$ cat src/rtl/jtkunio_pkg.sv
// Shared definitions for the Kunio scroll-layer scanner: map geometry,
// fetch FSM state encoding and the output pixel field layout.
// Optional feature macro (used by jtkunio_scr_scan): JTKUNIO_SCR_TILEFLIP_EN
package jtkunio_pkg;

  // Map: 64 columns x 16 rows of 16x16 tiles (1024 x 256 px)
  localparam int MAP_COL_W  = 6;
  localparam int MAP_ROW_W  = 4;
  localparam int TILE_ROW_W = 4;
  localparam int ROM_AW     = 17;
  localparam int PXL_W      = 6;

  // Fetch FSM encoding
  localparam logic [2:0] ST_IDLE = 3'd0;
  localparam logic [2:0] ST_RD   = 3'd1;
  localparam logic [2:0] ST_ATTR = 3'd2;
  localparam logic [2:0] ST_ROM  = 3'd3;
  localparam logic [2:0] ST_DONE = 3'd4;

  // Output pixel: palette on top, colour index below; all-zero is transparent
  typedef struct packed {
    logic [1:0] pal;
    logic [3:0] colour;
  } pxl_t;

  // Effective horizontal map position, wrapping at 1024
  function automatic logic [9:0] heff_calc(input logic [8:0] h,
                                           input logic [9:0] scr,
                                           input logic       fl);
    logic [8:0] hx;
    hx = fl ? ~h : h;
    return {1'b0, hx} + scr;
  endfunction

endpackage

$ cat src/rtl/jtkunio_scr_shift.sv
// Eight-pixel, 4 bpp output shifter with selectable shift direction.
// The output pixel register lags the shifter by one pixel clock.
module jtkunio_scr_shift
  import jtkunio_pkg::*;
(
  input  logic             clk,
  input  logic             rst,
  input  logic             pxl_cen,
  input  logic             load,
  input  logic [31:0]      load_data,
  input  logic [1:0]       load_pal,
  input  logic             load_rev,
  output logic [PXL_W-1:0] pxl
);

  logic [31:0] shift_r;
  logic [1:0]  pal_r;
  logic        rev_r;
  pxl_t        pxl_r;
  logic [3:0]  head_s;
  logic [31:0] shifted_s;

  // Pick the pixel leaving the shifter and the advanced shifter contents
  always_comb begin
    head_s    = 4'd0;
    shifted_s = 32'd0;
    if (rev_r) begin
      head_s    = shift_r[31:28];
      shifted_s = {shift_r[27:0], 4'd0};
    end else begin
      head_s    = shift_r[3:0];
      shifted_s = {4'd0, shift_r[31:4]};
    end
  end

  // Advance or reload the shifter once per pixel clock
  always_ff @(posedge clk) begin
    if (rst) begin
      shift_r <= 32'd0;
      pal_r   <= 2'd0;
      rev_r   <= 1'b0;
      pxl_r   <= pxl_t'(6'd0);
    end else if (pxl_cen) begin
      pxl_r.pal    <= pal_r;
      pxl_r.colour <= head_s;
      if (load) begin
        shift_r <= load_data;
        pal_r   <= load_pal;
        rev_r   <= load_rev;
      end else begin
        shift_r <= shifted_s;
      end
    end
  end

  assign pxl = pxl_r;

endmodule

$ cat src/rtl/jtkunio_scr_scan.sv
// Kunio scroll layer: tilemap scan, tile ROM fetch and pixel output.
// Each load event (pixel clock with heff[2:0]==0) hands the buffered
// 8-pixel word to the shifter and starts fetching the next group (heff+8).
// Optional feature macro: JTKUNIO_SCR_TILEFLIP_EN enables per-tile hflip
// from attribute bit 7; otherwise that bit is ignored.
module jtkunio_scr_scan
  import jtkunio_pkg::*;
(
  input  logic              clk,
  input  logic              rst,
  input  logic              pxl_cen,
  input  logic [8:0]        hdump,
  input  logic [7:0]        vdump,
  input  logic [9:0]        scrpos,
  input  logic              flip,
  output logic [9:0]        scan_addr,
  input  logic [15:0]       scan_dout,
  output logic              rom_cs,
  output logic [ROM_AW-1:0] rom_addr,
  input  logic [31:0]       rom_data,
  input  logic              rom_ok,
  output logic [PXL_W-1:0]  pxl
);

  logic [2:0]                     state_r;
  logic [MAP_ROW_W+MAP_COL_W-1:0] scan_addr_r;
  logic                           rom_cs_r;
  logic [ROM_AW-1:0]              rom_addr_r;
  logic                           rom_arm_r;
  logic [TILE_ROW_W-1:0]          vrow_r;
  logic                           hsel_tgt_r;
  logic [1:0]                     pal_r;
  logic                           hflip_r;
  logic [31:0]                    buf_r;
  logic [1:0]                     buf_pal_r;
  logic                           buf_rev_r;
  logic                           buf_valid_r;

  logic [9:0]  heff_s;
  logic [9:0]  tgt_s;
  logic [7:0]  veff_s;
  logic        load_s;
  logic        tile_hflip_s;
  logic        unused_s;
  logic [31:0] sh_data_s;
  logic [1:0]  sh_pal_s;
  logic        sh_rev_s;

  assign heff_s = heff_calc(hdump, scrpos, flip);
  assign veff_s = flip ? ~vdump : vdump;
  assign tgt_s  = heff_s + 10'd8;
  assign load_s = pxl_cen && (heff_s[2:0] == 3'd0);

`ifdef JTKUNIO_SCR_TILEFLIP_EN
  assign tile_hflip_s = scan_dout[15];
  assign unused_s     = scan_dout[14];
`else
  assign tile_hflip_s = 1'b0;
  assign unused_s     = ^scan_dout[15:14];
`endif

  // Shifter gets the buffered word only if the fetch finished in time
  always_comb begin
    sh_data_s = 32'd0;
    sh_pal_s  = 2'd0;
    sh_rev_s  = 1'b0;
    if (buf_valid_r) begin
      sh_data_s = buf_r;
      sh_pal_s  = buf_pal_r;
      sh_rev_s  = buf_rev_r;
    end else begin
      sh_data_s = 32'd0;
      sh_pal_s  = 2'd0;
      sh_rev_s  = 1'b0;
    end
  end

  // Fetch sequencer: a load event always (re)starts a fetch for the next group
  always_ff @(posedge clk) begin
    if (rst) begin
      state_r     <= ST_IDLE;
      scan_addr_r <= 10'd0;
      rom_cs_r    <= 1'b0;
      rom_addr_r  <= 17'd0;
      rom_arm_r   <= 1'b0;
      vrow_r      <= 4'd0;
      hsel_tgt_r  <= 1'b0;
      pal_r       <= 2'd0;
      hflip_r     <= 1'b0;
      buf_r       <= 32'd0;
      buf_pal_r   <= 2'd0;
      buf_rev_r   <= 1'b0;
      buf_valid_r <= 1'b0;
    end else if (load_s) begin
      state_r     <= ST_RD;
      scan_addr_r <= {veff_s[7:4], tgt_s[9:4]};
      vrow_r      <= veff_s[3:0];
      hsel_tgt_r  <= tgt_s[3];
      rom_cs_r    <= 1'b0;
      rom_arm_r   <= 1'b0;
      buf_valid_r <= 1'b0;
    end else begin
      case (state_r)
        ST_IDLE: state_r <= ST_IDLE;
        ST_RD:   state_r <= ST_ATTR;
        ST_ATTR: begin
          pal_r      <= scan_dout[13:12];
          hflip_r    <= tile_hflip_s;
          rom_addr_r <= {scan_dout[11:0], vrow_r, hsel_tgt_r ^ tile_hflip_s};
          rom_cs_r   <= 1'b1;
          rom_arm_r  <= 1'b0;
          state_r    <= ST_ROM;
        end
        ST_ROM: begin
          // rom_ok only counts once the address has been held a full clock
          if (rom_arm_r && rom_ok) begin
            buf_r       <= rom_data;
            buf_pal_r   <= pal_r;
            buf_rev_r   <= flip ^ hflip_r;
            buf_valid_r <= 1'b1;
            rom_cs_r    <= 1'b0;
            state_r     <= ST_DONE;
          end else begin
            rom_arm_r <= 1'b1;
          end
        end
        ST_DONE: state_r <= ST_IDLE;
        default: begin
          state_r  <= ST_IDLE;
          rom_cs_r <= 1'b0;
        end
      endcase
    end
  end

  jtkunio_scr_shift u_shift (
    .clk       (clk),
    .rst       (rst),
    .pxl_cen   (pxl_cen),
    .load      (load_s),
    .load_data (sh_data_s),
    .load_pal  (sh_pal_s),
    .load_rev  (sh_rev_s),
    .pxl       (pxl)
  );

  assign scan_addr = scan_addr_r;
  assign rom_cs    = rom_cs_r;
  assign rom_addr  = rom_addr_r;

endmodule

$ cat config.mk
export PLATFORM = sky130hd
export DESIGN_NAME = jtkunio_scr_scan
export DESIGN_NICKNAME = d
export VERILOG_FILES = /design/src/rtl/jtkunio_pkg.sv /design/src/rtl/jtkunio_scr_shift.sv /design/src/rtl/jtkunio_scr_scan.sv
export SDC_FILE = /design/constraint.sdc
export NUM_CORES = 1
export LEC_CHECK = 0
export CORE_MARGIN = 8
export CORE_UTILIZATION = 25
export DETAILED_ROUTE_END_ITERATION = 8
export DONT_BUFFER_PORTS = 1
export PLACE_DENSITY = 0.42
export SYNTH_ARGS = -nofsm -noshare
export SYNTH_HDL_FRONTEND = slang
export SYNTH_HIERARCHICAL = 1
export SYNTH_SLANG_ARGS = --single-unit
$ cat constraint.sdc
create_clock -name clk -period 3.7 [get_ports clk]
set_input_delay 0.185 -clock clk [delete_from_list [all_inputs] [get_ports clk]]
set_output_delay 0.185 -clock clk [all_outputs]
set_load 0.1 [all_outputs]
==> run_results.csv <==
group,metric,value,unit
floorplan,initial_core_util,25.22,%
place,gp_congestion,0.6839,
place,dp_hpwl,10720,um
power_and_ir_drop,leakage,2.350,nW
floorplan,core,23190,sq um
route,vias,4820,
grt,grt_overflow,0,
place,port_buffers,0,
power_and_ir_drop,power_frac_clock,46.7,%
clock_network,cts_made_buffers,17,
worst_setup_path,worst_path_most_repeated_cell,"xor2_1",
route,drcViolationCount,0,
synth,synthTopCellsByArea,"dfxtp_1 40%, nand2_1 7.6%, mux2i_1 5.6%",
power_and_ir_drop,pwr-share-seq,40.6,%
timing,finalMaxSlewViolations,0,
synth,synthCells,661,
synth,yosysWarningCount,6,
worst_setup_path,path_class,"in2reg",
route,routedWlPerCell,16.20,um
grt,grt_start_max_net_pins,117,
grt,grt_use_met1,12.63,%
timing,setup_violations,0,
route,drtPass1Iterations,4,
cells_and_area,area_growth,25.93,%
grt,grt_pass1_wl,26940,um
timing,slew_headroom,19.33,%
grt,gr-max-usage-layer,"met2",
floorplan,die_x,169.0,um
place,dp_cells,933,
power_and_ir_drop,p_int,2.574,mW
timing,grt_setup_unrepaired,"false",
synth,yosysTopAreaCellShare,39.70,%
clock_network,cts-root-buf,"clkbuf_16",
cells_and_area,fin_util,31.76,%
clock_network,postCtsHoldBufs,68,
clock_network,clock-sinks,116,
synth,yosysUniqueCellTypes,56,
timing,final_hold_viol_count,0,
worst_hold_path,hp-class,"in2reg",
cells_and_area,drive_above_1_share,11.76,%
timing,finalSetupTns,0,ns
floorplan,die_height,169.0,um
cells_and_area,n_fill_cell,2435,
worst_setup_path,crit_chain,"xor2_1, ha_1, a21oi_1, o211ai_1, o41ai_1, xor2_1, or4_1, a311oi_1",
run,drv_cap,0,
worst_setup_path,slowest_stage,"o41ai_1",
worst_setup_path,cp-start-kind,"input pin",
cells_and_area,seq_area,2322,sq um
cells_and_area,diodes,0,
synth,syn_area,5849,sq um
clock_network,clk_pin_slew,0.05,ns
power_and_ir_drop,comb_power_share,12.7,%
cells_and_area,multi_input_area,3218,sq um
grt,grtUsageTotal,11.89,%
timing,skew,0.007253,ns
grt,use_met2,21.49,%
power_and_ir_drop,power,3.585,mW
worst_setup_path,end_kind,"flop",
worst_setup_path,cp.arrival,2.83,ns
grt,grt.met3_usage,3.960,%
cells_and_area,stdcell_count,1033,
route,via_per_inst,4.666,
synth,synth-seq-cells,116,
clock_network,clockBufferDepth,2,
synth,synth.largest_area_cell,"dfxtp_1",
synth,synth_edf_count,0,
route,drt_iter0_markers,221,
clock_network,cts_tree,"done",
synth,synth_area_per_cell,8.849,sq um
power_and_ir_drop,p_sw,1.011,mW
timing,fin_crit_sh,68.02,%
synth,yosysSeqAreaShare,39.70,%
cells_and_area,fin_nets,792,
cells_and_area,layout.cells.most_common_list,"118 x nand2_1, 116 x dfxtp_1, 66 x dlygate4sd3_1",
worst_setup_path,cp_slowest_stage_delay,0.60,ns
power_and_ir_drop,sw_frac_of_total,28.20,%
timing,tightest_slew,1.204,ns
synth,synth_fp_nets,752,
grt,antenna_found_initial,0,
cells_and_area,final_common_cell,"nand2_1",
worst_setup_path,cp.required,4.01,ns
synth,synth_top_flop_cell,"dfxtp_1",
timing,final.min_clock_period,2.517,ns
clock_network,postCtsSetupBuffers,0,
synth,synthArstFlopShare,0,%
route,wl,16740,um
outcome,outcome,"complete, no violations",
power_and_ir_drop,peakVddDrop,0.0003995,V
worst_setup_path,crit_fanout,18,
timing,fmax,397.3,MHz
grt,grt_pass1_vias,5205,
floorplan,ios,114,
floorplan,num_rows,56,
power_and_ir_drop,powerDensity,486.7,nW/um^2
clock_network,postCtsResizedCells,0,
floorplan,die_area,28550,sq um
route,ant_nets,0,
clock_network,h-tree-depth,4,
clock_network,clkLatencyLatePin,0.41,ns
-- metrics by stage --
stage / instance area, sq um / setup WS [ns] / hold WS, ns
2_1_floorplan: 5849 / 0.01484 / 0.3210
3_3_place_gp: 6048 / 0.8502 / 0.2743
3_5_place_dp: 6048 / 0.8179 / 0.2748
4_1_cts: 7366 / 1.235 / 0.00008743
5_1_grt: 7366 / 0.9799 / 0.008723
6_report: 7366 / 1.183 / 0.01974
-- per-layer routing --
layer,routed length [um],up-vias
met4,187,0
li1,-,2406
met5,0,-
met1,7036,2312
met2,8616,89
met3,897,13
-- power by group through the flow --
stage	clock network (mW)	logic, mW	registers [mW]
5_1_grt	1.77	0.500	1.46
6_report	1.68	0.456	1.45
2_1_floorplan	0	0.319	1.48
3_3_place_gp	0	0.340	1.48
3_5_place_dp	0	0.348	1.48
4_1_cts	1.73	0.457	1.45
-- critical path: cells and delay by family --
| kind | cells | cell delay [ns] |
|---|---|---|
| AOI/OAI and AO/OA | 4 | 1.35 |
| xor gates and xnor gates | 2 | 0.44 |
| adders and majority gates | 1 | 0.28 |
| and+or+nand+nor | 1 | 0.56 |
-- sequential cells by signal (all words and copies together) (netlist names), 3 cells and up --
name and count:
buf_r 32, u_shift/shift_r 32, rom_addr 17, scan_addr 10
u_shift/pxl 6, vrow_r 4, state_r 3
-- synthesized netlist by cell type (2+ instances only) --
| cell | instances |
|---|---|
| nor2_1 | 38 |
| a21oi_1 | 61 |
| a211oi_1 | 18 |
| or3b_2 | 4 |
| o21ai_0 | 3 |
| buf_2 | 8 |
| nand4b_1 | 24 |
| clkbuf_1 | 37 |
| xnor2_1 | 13 |
| nor2b_1 | 2 |
| and2_1 | 35 |
| nand2_1 | 118 |
| o221ai_1 | 5 |
| nand3_1 | 9 |
| xor2_1 | 14 |
| inv_1 | 3 |
| buf_1 | 4 |
| ha_1 | 10 |
| clkbuf_8 | 2 |
| dfxtp_1 | 116 |
| a21bo_2 | 3 |
| a311oi_1 | 10 |
| o221ai_2 | 20 |
| nand3b_1 | 4 |
| buf_4 | 2 |
| mux2i_1 | 33 |
| buf_6 | 6 |
| a31oi_1 | 2 |
| o21bai_1 | 2 |
| nand2b_1 | 26 |
| nor3_1 | 4 |
-- cell families (layout without fill, tap and decap cells) --
kind of cell / count (synthesis) / count (layout) / synth area share, %
simple gates: 276 / 276 / 24.41
xor+xnor: 28 / 28 / 4.321
fa+ha+maj: 11 / 11 / 2.481
buf+inv: 63 / 116 / 5.476
mux: 33 / 33 / 5.647
flops: 116 / 116 / 39.70
compound gates: 134 / 134 / 17.97
-- final cells by class --
type / instances / area share [%]
repair buffers: 81 / 10.94
well taps: 319 / 5.419
clock inverters: 13 / 2.123
clock buffers: 19 / 6.149
flip-flops and latches: 116 / 31.53
multi-input cells: 482 / 43.69
inverters: 3 / 0.1529
-- worst paths after layout --
check,from,end,slack [ns],cells past startpoint
setup / recovery,flip,scan_addr[5]$_SDFFE_PP0P_,1.18,8
hold / removal,pxl_cen,u_shift/shift_r[6]$_SDFFE_PP0P_,0.02,2
setup reg to reg,u_shift/rev_r$_SDFFE_PP0P_,u_shift/shift_r[24]$_SDFFE_PP0P_,1.69,3
hold reg to reg,pal_r[0]$_SDFFE_PP0P_,buf_pal_r[0]$_SDFFE_PP0P_,0.45,2
Power figures use the tool's default switching activity.
